==> src/rtl/pc_step_counter_pkg.sv <==
// Shared types, default sizes and step helper for the pc_step_counter block.
package pc_step_counter_pkg;

  typedef enum logic {
    STEP_2 = 1'b0,
    STEP_4 = 1'b1
  } step_e;

  localparam int DEFAULT_WIDTH  = 32;
  localparam int DEFAULT_WRAP_W = 4;

  // Increment magnitude for a step selector; a counter narrower than 3 bits cannot hold 4.
  function automatic int unsigned step_value(step_e sel, int width);
    if (sel == STEP_4 && width >= 3) begin
      return 4;
    end
    return 2;
  endfunction

endpackage

==> src/rtl/pc_step_adder.sv <==
// Ripple-carry adder for the step counter; with PC_STEP_COUNTER_DOWN_EN it also subtracts.
// wrap reports carry-out when adding and borrow-out when subtracting.
module pc_step_adder #(
  parameter int WIDTH = 32
) (
  input  logic [WIDTH-1:0] a,
  input  logic [WIDTH-1:0] b,
`ifdef PC_STEP_COUNTER_DOWN_EN
  input  logic             sub,
`endif
  output logic [WIDTH-1:0] sum,
  output logic             wrap
);

  // Subtraction is a + ~b + 1, so a missing carry-out means a borrow.
  always_comb begin
    logic [WIDTH-1:0] b_eff;
    logic             carry;
`ifdef PC_STEP_COUNTER_DOWN_EN
    b_eff = b ^ {WIDTH{sub}};
    carry = sub;
`else
    b_eff = b;
    carry = 1'b0;
`endif
    sum = '0;
    for (int i = 0; i < WIDTH; i++) begin
      sum[i] = a[i] ^ b_eff[i] ^ carry;
      carry  = (a[i] & b_eff[i]) | (carry & (a[i] ^ b_eff[i]));
    end
`ifdef PC_STEP_COUNTER_DOWN_EN
    wrap = sub ? ~carry : carry;
`else
    wrap = carry;
`endif
  end

endmodule

==> src/rtl/pc_step_counter.sv <==
// Halfword-aligned program-counter step counter with load, wrap pulse and saturating wrap count.
// Define PC_STEP_COUNTER_DOWN_EN to add the dir_i port and the down-counting path.
module pc_step_counter
  import pc_step_counter_pkg::*;
#(
  parameter int               WIDTH     = DEFAULT_WIDTH,
  parameter logic [WIDTH-1:0] RESET_VAL = '0,
  parameter int               WRAP_W    = DEFAULT_WRAP_W
) (
  input  logic              clk_i,
  input  logic              rst_i,
  input  logic              en_i,
  input  logic              step_sel_i,
  input  logic              load_i,
  input  logic [WIDTH-1:0]  load_val_i,
  input  logic              clr_wrap_i,
`ifdef PC_STEP_COUNTER_DOWN_EN
  input  logic              dir_i,
`endif
  output logic [WIDTH-1:0]  cnt_o,
  output logic [WIDTH-1:0]  cnt_next_o,
  output logic              wrap_o,
  output logic [WRAP_W-1:0] wrap_cnt_o
);

  localparam logic [WIDTH-1:0]  ALIGN_MASK = ~WIDTH'(1);
  localparam logic [WRAP_W-1:0] WRAP_MAX   = '1;

  logic [WIDTH-1:0]  cnt_q;
  logic              wrap_q;
  logic [WRAP_W-1:0] wrap_cnt_q;

  logic [WIDTH-1:0]  step;
  logic [WIDTH-1:0]  sum;
  logic              adder_wrap;

  logic [WIDTH-1:0]  cnt_d;
  logic              wrap_d;
  logic [WRAP_W-1:0] wrap_cnt_d;

  assign step = WIDTH'(step_value(step_e'(step_sel_i), WIDTH));

  pc_step_adder #(
    .WIDTH (WIDTH)
  ) u_adder (
    .a    (cnt_q),
    .b    (step),
`ifdef PC_STEP_COUNTER_DOWN_EN
    .sub  (dir_i),
`endif
    .sum  (sum),
    .wrap (adder_wrap)
  );

  // Load beats enable; bit 0 of every stored value is forced low to keep halfword alignment.
  always_comb begin
    cnt_d      = cnt_q;
    wrap_d     = 1'b0;
    wrap_cnt_d = wrap_cnt_q;
    if (load_i) begin
      cnt_d = load_val_i & ALIGN_MASK;
    end else if (en_i) begin
      cnt_d  = sum & ALIGN_MASK;
      wrap_d = adder_wrap;
    end
    if (clr_wrap_i) begin
      wrap_cnt_d = '0;
    end else if (wrap_d && wrap_cnt_q != WRAP_MAX) begin
      wrap_cnt_d = wrap_cnt_q + WRAP_W'(1);
    end
  end

  always_ff @(posedge clk_i or posedge rst_i) begin
    if (rst_i) begin
      cnt_q      <= RESET_VAL & ALIGN_MASK;
      wrap_q     <= 1'b0;
      wrap_cnt_q <= '0;
    end else begin
      cnt_q      <= cnt_d;
      wrap_q     <= wrap_d;
      wrap_cnt_q <= wrap_cnt_d;
    end
  end

  assign cnt_o      = cnt_q;
  assign cnt_next_o = sum;
  assign wrap_o     = wrap_q;
  assign wrap_cnt_o = wrap_cnt_q;

endmodule

==> config.mk <==
export PLATFORM = sky130hd
export DESIGN_NAME = pc_step_counter
export DESIGN_NICKNAME = d
export VERILOG_FILES = /design/src/rtl/pc_step_counter_pkg.sv /design/src/rtl/pc_step_adder.sv /design/src/rtl/pc_step_counter.sv
export SDC_FILE = /design/constraint.sdc
export NUM_CORES = 1
export LEC_CHECK = 0
export ABC_AREA = 1
export CORE_MARGIN = 4
export CORE_UTILIZATION = 40
export CTS_BUF_LIST = sky130_fd_sc_hd__clkbuf_2 sky130_fd_sc_hd__clkbuf_4 sky130_fd_sc_hd__clkbuf_8
export CTS_CLUSTER_SIZE = 8
export DETAILED_ROUTE_END_ITERATION = 12
export DONT_BUFFER_PORTS = 1
export PLACE_DENSITY = 0.52
export SLEW_MARGIN = 0
export SYNTH_ARGS = -nofsm -noshare
export SYNTH_HDL_FRONTEND = slang
export SYNTH_HIERARCHICAL = 1
export SYNTH_SLANG_ARGS = --single-unit
==> constraint.sdc <==
create_clock -name clk_i -period 37.2 [get_ports clk_i]
set_input_delay 7.44 -clock clk_i [delete_from_list [all_inputs] [get_ports clk_i]]
set_output_delay 7.44 -clock clk_i [all_outputs]
set_load 0.005 [all_outputs]
# Word-level counts from Yosys, hierarchy flattened
# Index checks and enable logic that the tools add are counted.
[totals]
elab_cells = 174
out_inout_bits = 69
regBits = 37
[classes]
n_eq_ne = 1
reduce_logical = 3
muxes = 9
add_sub_neg = 1
n_bitwise = 157
[ops]
columns = ["cell", "count"]
rows = [
  ["32-bit 2-to-1 mux", 2],
  ["1-bit AND", 34],
  ["1-bit XOR", 34],
  ["1-bit OR", 31],
  ["1-bit AND, second input constant", 29],
  ["1-bit XOR, second input constant", 29],
  ["4-bit 2-to-1 mux", 2],
  ["3-bit 2-to-1 mux", 2],
  ["4-bit by 1-bit adder with 4-bit output, second input constant", 1],
  ["4-bit inequality test, second input constant", 1],
  ["2-bit nonzero test", 2],
  ["1-bit 2-to-1 mux", 3],
  ["1-bit logical AND", 1],
]

# Depth between registers and ports, before layout
# Gate-level depths: netlist of the first run.
[depth]
depth_word = 70
mapped_depth = 41

# Modules after synthesis
# The synthesis of the first run kept the hierarchy.
[by_module_without_submodules]
columns = ["module", "seq_area_each_um2", "cells_per_inst", "area_each_um2", "n_inst"]
rows = [
  ["pc_step_counter", 900.9, 202, 1669.1, 1],
  ["pc_step_adder", 0.0, 42, 670.6, 1],
]

# Least setup slack after synthesis of the first run
# Ideal clock, no wire load.
[synth_path]
kind = "input -> output"
start = "in step_sel_i"
end = "out cnt_next_o[31]"
stages = 36
t_arrival_ns = 19.237
required_time_ns = 29.760
n_path_buf = 0
setup_slack_ns = 10.523
cell_sequence = "inv_1 -> fa_1 -> fa_1 -> fa_1 -> fa_1 -> fa_1 -> fa_1 -> fa_1 -> fa_1 -> fa_1 -> fa_1 -> fa_1 -> fa_1 -> fa_1 -> fa_1 -> fa_1 -> inv_1 -> fa_1 -> inv_1 -> fa_1 -> fa_1 -> fa_1 -> fa_1 -> fa_1 -> fa_1 -> fa_1 -> fa_1 -> fa_1 -> fa_1 -> fa_1 -> fa_1 -> fa_1 -> fa_1 -> inv_1 -> fa_1 -> inv_1"
[synth_between]
elab_chain_len = 64
[synth_lines]
columns = ["element", "line", "text"]
rows = [
  ["start: declaration", "pc_step_counter.sv:13", "input logic step_sel_i,"],
  ["1-bit 2-to-1 mux", "pc_step_counter_pkg.sv:14", "if (sel == STEP_4 && width >= 3) begin"],
  ["3-bit 2-to-1 mux (*)", "pc_step_counter_pkg.sv:17", "return 2;"],
  ["1-bit AND or 1-bit XOR (tied branches)", "pc_step_adder.sv:29", "carry = (a[i] & b_eff[i]) | (carry & (a[i] ^ b_eff[i]));"],
  ["1-bit AND", "pc_step_adder.sv:29", ""],
  ["1-bit OR", "pc_step_adder.sv:29", ""],
  ["1-bit AND", "pc_step_adder.sv:29", ""],
  ["1-bit OR (*)", "pc_step_adder.sv:29", ""],
  ["1-bit AND (*)", "pc_step_adder.sv:29", ""],
  ["[... 48 more ...]", "--", ""],
  ["1-bit OR (*)", "pc_step_adder.sv:29", ""],
  ["1-bit AND (*)", "pc_step_adder.sv:29", ""],
  ["1-bit OR (*)", "pc_step_adder.sv:29", ""],
  ["1-bit AND (*)", "pc_step_adder.sv:29", ""],
  ["1-bit OR (*)", "pc_step_adder.sv:29", ""],
  ["1-bit AND (*)", "pc_step_adder.sv:29", ""],
  ["1-bit OR (*)", "pc_step_adder.sv:29", ""],
  ["1-bit XOR (*)", "pc_step_adder.sv:28", "sum[i] = a[i] ^ b_eff[i] ^ carry;"],
  ["end: declaration", "pc_step_counter.sv:21", "output logic [WIDTH-1:0] cnt_next_o,"],
]
# Every way passes the cells marked *; elsewhere a longest branch is shown, timed or not.

# Worst setup path in the final report of the first run
# Ends and elaborated chain as after synthesis.

==> reports/results.tsv, run 1 <==
metric	value	unit
Worst-Skew Late Latency	0.28	ns
CTS Hold Bufs	0	
wire per inst	15.2	um
WL final	5.24	mm
YS warnings	6	
Synth Area per Inst	9.59	um^2
top cells by area, synth	dfrtp_1 39%, fa_1 27%, nand2_1 16%	
CTS tree	yes	
DR vias	1670	
Setup crit end kind	output pin	
Max-cap violations	0	
fraction of layout cells with a size suffix above 1	6.23	%
Post-Synth Simple-Gate Area	26.8	%
layout filler cell count	557	
cts bufs inserted	5	
Synth top area share	38.5	%
RSZ-0062 raised after global routing	no	
Distinct cells, synth	19	
Setup Buffers After CTS	0	
Bufs and invs on worst path	5	
Final ANT Viol Nets	0	
WS Path Type	primary input to output pin	
Yosys reg bits	36	
Req. time, crit path	29.76	ns
leading cell type in the layout, fill and taps excluded	nand2_1	
DIE AREA	0.00714	mm^2
CP startpoint kind	primary input	
first drt pass iteration count	4	
post-CTS sizing	0	
Worst EP arrival	19.76	ns
grt ovf	0	
Via density	4.84	
Starting Density	42.0	%
PwrDens	47.8	mW/mm^2
Tot GR Track Use	15.8	%
Clk pin slew, worst setup/hold paths	0.07	ns
1st-iter DRT viols	43	
worst hold path class	flop to flop	
peak supply drop	20.5	uV
CTS root buffer	clkbuf_8	
run status	finished clean	
Yosys top cell by area	dfrtp_1	
Num Clock Sinks	36	
Die X	84.5	um
Die Span Y	84.5	um
first-pass GRT wire length	9.03	mm
Final min period	27.20	ns
worst-margin pin slew	0.767	ns
Leakage Power	1.27	nW
Post-Route Skew	0.00789	ns
Final Max Slew Viols	0	
worst slack at placement	10.0	ns
most frequent cells in the layout	102 x nand2_1, 36 x dfrtp_1, 32 x conb_1	
Final Setup Violations	0	
Synth Area in Adders	27.6	%
critical path's largest stage delay	0.44	ns
deepest clock path buffer count	2	
main combinational cell family by area after synthesis	adder cells	
crit path max fanout	2	
Max Freq	0.0368	GHz
Placer Congestion	0.761	
Slew HR	48.7	%
synthesized area	0.00234	mm^2
number of remaining DRC errors	0	
Hold Fails Final Rpt	0	
count of nets after finishing	343	
cell family with most CP delay	adder cells	
Crit-path slowest cell	fa_1	
Area Growth Syn to Fin	9.79	%
Synth Area in XOR/XNOR	0	%
Syn Inst Count	244	
H-tree levels	2	
num rows	27	
number of global-route vias before repair	1767	
IO Pins	107	
Seq/Total Area, Yosys	38.5	%
Inserted Diodes	0	
Compound-Gate Fraction of Synth Area	0.642	%
setup_tns	0	ns
most frequent CP cell	fa_1	
placed wire-length estimate	3.79	mm
Tcrit/Tclk final	73.1	%
initial antenna violation count	0	
final worst slack	10.00	ns
PortBufs	0	
worst hold slack	0.574	ns
largest net degree at the start of global routing	37	
mux cell area share after synthesis	0	%
core area	0.00557	mm^2
-- worst register-to-register path: cells and delay by family (launching register included) --
family                     cells  cell delay, ns
adders and majority gates     31           12.02
DFF                            1            0.42
and+or+nand+nor                2            0.15
buffers and inverters          4            0.31
-- Yosys cell counts --
cell type and instances:
fa_1 31, nand4_1 3, conb_1 1, buf_6 4
inv_1 15, nand3_4 1, inv_2 2, nor2_2 1
ha_1 2, nor2_1 2, buf_4 2, dfrtp_1 36
buf_2 3, nand3_1 31, nand2_1 102, clkbuf_1 2
a22oi_1 2, or2_2 1, nor2_4 3
-- path summary, 6_finish.rpt --
check / endpoint / start / slack (ns) / cells after the start
max: cnt_next_o[31] / step_sel_i / 10.00 / 36
min: cnt_o[31]$_DFFE_PP0P_ / cnt_o[31]$_DFFE_PP0P_ / 0.57 / 2
max reg2reg: cnt_o[31]$_DFFE_PP0P_ / cnt_o[1]$_DFFE_PP0P_ / 24.24 / 37
min reg2reg: cnt_o[31]$_DFFE_PP0P_ / cnt_o[31]$_DFFE_PP0P_ / 0.57 / 2
max in group asynchronous: cnt_o[6]$_DFFE_PP0P_ / rst_i / 29.70 / 2
min in group asynchronous: cnt_o[12]$_DFFE_PP0P_ / rst_i / 7.15 / 2
-- sequential cells by signal, summed over array words and instances, names as in the netlist --
name	cells
wrap_o	1
wrap_cnt_o	4
cnt_o	31
-- where the power goes --
| part | leakage (nW) | total, mW | internal (mW) | switching (mW) |
|---|---|---|---|---|
| clock network | 0.0523 | 0.0303 | 0.0166 | 0.0137 |
| logic | 0.769 | 0.0390 | 0.0166 | 0.0225 |
| registers | 0.444 | 0.0534 | 0.0450 | 0.00836 |
| total | 1.27 | 0.123 | 0.0782 | 0.0445 |
-- final cells by class --
cell class / count / area [um^2] / area share (%)
clock buffers: 8 / 97.6 / 3.80
inverters: 17 / 63.8 / 2.48
multi-input cells: 211 / 1410 / 54.8
flip-flops and latches: 36 / 901 / 35.1
well taps: 72 / 90.1 / 3.51
repair buffers: 1 / 7.51 / 0.292
-- per-layer routing --
layer  vias up  wire length, um  track usage (%)  share of wire [%]
li1        779                -                -                  -
met1       818             2150             20.0                 41
met2        69             2500             25.4                 48
met3         4              549             5.79                 10
met4         0               38             4.75               0.73
met5         -                0                0                  0
-- cell families after synthesis --
group / count (synthesis)
flip-flops: 36
other: 1
AND/OR/NAND/NOR: 144
buffers and inverters: 28
adder cells (fa/ha/maj): 33
AO/OA/AOI/OAI: 2
-- stage by stage --
| stage | power [mW] | area (um^2) | cells | util [%] |
|---|---|---|---|---|
| finish | 0.123 | 2570 | 345 | 46.1 |
| CTS | 0.125 | 2570 | 345 | 46.1 |
| global placement | 0.0939 | 2470 | 337 | 44.3 |
| floorplan | 0.0846 | 2460 | 275 | - |
| global route | 0.133 | 2570 | 345 | 46.1 |
| detailed placement | 0.0944 | 2470 | 337 | 44.3 |
Power figures use the tool's default switching activity.
==> inputs of run 2 (changes only) <==
--- a/config.mk
+++ b/config.mk
@@ -12,7 +12,7 @@
 export CTS_CLUSTER_SIZE = 8
 export DETAILED_ROUTE_END_ITERATION = 12
 export DONT_BUFFER_PORTS = 1
-export PLACE_DENSITY = 0.52
+export PLACE_DENSITY = 0.54
 export SLEW_MARGIN = 0
 export SYNTH_ARGS = -nofsm -noshare
 export SYNTH_HDL_FRONTEND = slang
==> constraint.sdc (replaced) <==
create_clock -name clk_i -period 24.8 [get_ports clk_i]
set_input_delay 4.96 -clock clk_i [delete_from_list [all_inputs] [get_ports clk_i]]
set_output_delay 4.96 -clock clk_i [all_outputs]
set_load 0.005 [all_outputs]
==> reports/results.tsv, run 2 (synthesized netlist as in run 1, its figures left out) <==
metric	value	unit
Final ANT Viol Nets	0	
placed wire-length estimate	3.83	mm
Final Max Slew Viols	0	
first drt pass iteration count	4	
number of global-route vias before repair	1842	
peak supply drop	26.5	uV
Sequential Power Share	43.3	%
RSZ-0062 raised after global routing	no	
cts bufs inserted	5	
Sw Share	36.4	%
wire per inst	15.1	um
critical path's largest stage delay	0.42	ns
DR vias	1656	
Crit-path slowest cell	fa_1	
placed instance area	0.00247	mm^2
layout filler cell count	576	
clock power share	24.7	%
Max-cap violations	0	
initial antenna violation count	0	
Max Freq	0.0449	GHz
setup_tns	0	ns
run status	finished clean	
Placed Cells	337	
Num Clock Sinks	36	
WS Path Type	primary input to output pin	
1st-iter DRT viols	53	
worst hold slack	0.559	ns
worst slack at placement	2.56	ns
most frequent cells in the layout	102 x nand2_1, 36 x dfrtp_1, 32 x conb_1	
Final min period	22.26	ns
Starting Density	42.0	%
Worst EP arrival	17.30	ns
CTS root buffer	clkbuf_8	
PortBufs	0	
fin util	46.1	%
IO Pins	107	
Final Power	0.185	mW
PwrDens	71.9	mW/mm^2
CTS Hold Bufs	0	
Req. time, crit path	19.84	ns
leading cell type in the layout, fill and taps excluded	nand2_1	
Placer Congestion	0.746	
final worst slack	2.54	ns
count of nets after finishing	343	
worst hold path class	flop to flop	
crit path max fanout	2	
Die Span Y	84.5	um
core area	0.00557	mm^2
number of remaining DRC errors	0	
Post-Route Skew	0.00771	ns
Clk pin slew, worst setup/hold paths	0.07	ns
DIE AREA	0.00714	mm^2
Inserted Diodes	0	
H-tree levels	2	
Tcrit/Tclk final	89.8	%
Hold Fails Final Rpt	0	
Setup Buffers After CTS	0	
WL final	5.22	mm
CP startpoint kind	primary input	
Setup crit end kind	output pin	
Slew HR	51.4	%
Leakage Power	1.27	nW
CTS tree	yes	
Final Setup Violations	0	
Area Growth Syn to Fin	9.79	%
post-CTS sizing	0	
largest net degree at the start of global routing	37	
num rows	27	
final non-filler cell total	345	
Die X	84.5	um
fraction of layout cells with a size suffix above 1	6.23	%
Psw	0.0673	mW
post-route cell area	0.00257	mm^2
Tot GR Track Use	15.6	%
internal power	0.117	mW
grt ovf	0	
first-pass GRT wire length	9.04	mm
worst-margin pin slew	0.727	ns
deepest clock path buffer count	2	
most frequent CP cell	fa_1	
max reg flops	31	
Worst-Skew Late Latency	0.28	ns
Via density	4.80	
Comb power frac	32.1	%
[run 2: metal layers]
layer  track usage (%)  routed length, um  part of all wire, %
met3              6.48                532                   10
met2              25.1               2590                   50
met1              19.2               2080                   40
met4              4.89                 25                 0.48
met5                 0                  0                    0
[run 2: final timing paths]
check	cells past startpoint	end	start	slack, ns
max	36	cnt_next_o[31]	step_sel_i	2.54
min in group asynchronous	2	cnt_o[16]$_DFFE_PP0P_	rst_i	4.68
min	2	wrap_cnt_o[3]$_DFFE_PP0P_	wrap_cnt_o[3]$_DFFE_PP0P_	0.56
min reg2reg	2	wrap_cnt_o[3]$_DFFE_PP0P_	wrap_cnt_o[3]$_DFFE_PP0P_	0.56
max in group asynchronous	2	cnt_o[5]$_DFFE_PP0P_	rst_i	19.78
max reg2reg	37	cnt_o[31]$_DFFE_PP0P_	cnt_o[1]$_DFFE_PP0P_	11.79
[run 2: worst max-delay path: cells and delay by family]
family / cells / cell delay, ns
fa+ha+maj: 31 / 12.02
buf+inv: 5 / 0.33
[run 2: power by group through the flow]
| stage | Combinational [mW] | Sequential (mW) | Clock [mW] |
|---|---|---|---|
| 2_1_floorplan | 0.0484 | 0.0784 | 0 |
| 3_3_place_gp | 0.0598 | 0.0814 | 0 |
| 3_5_place_dp | 0.0606 | 0.0814 | 0 |
| 4_1_cts | 0.0611 | 0.0805 | 0.0475 |
| 5_1_grt | 0.0687 | 0.0821 | 0.0500 |
| 6_report | 0.0592 | 0.0799 | 0.0456 |
[run 2: cell type report]
class	count	area (um^2)	area share, %
Clock buffer	8	97.6	3.80
Multi-Input combinational cell	211	1410	54.8
Sequential cell	36	901	35.1
Inverter	17	63.8	2.48
Timing Repair Buffer	1	7.51	0.292
Tap cell	72	90.1	3.51
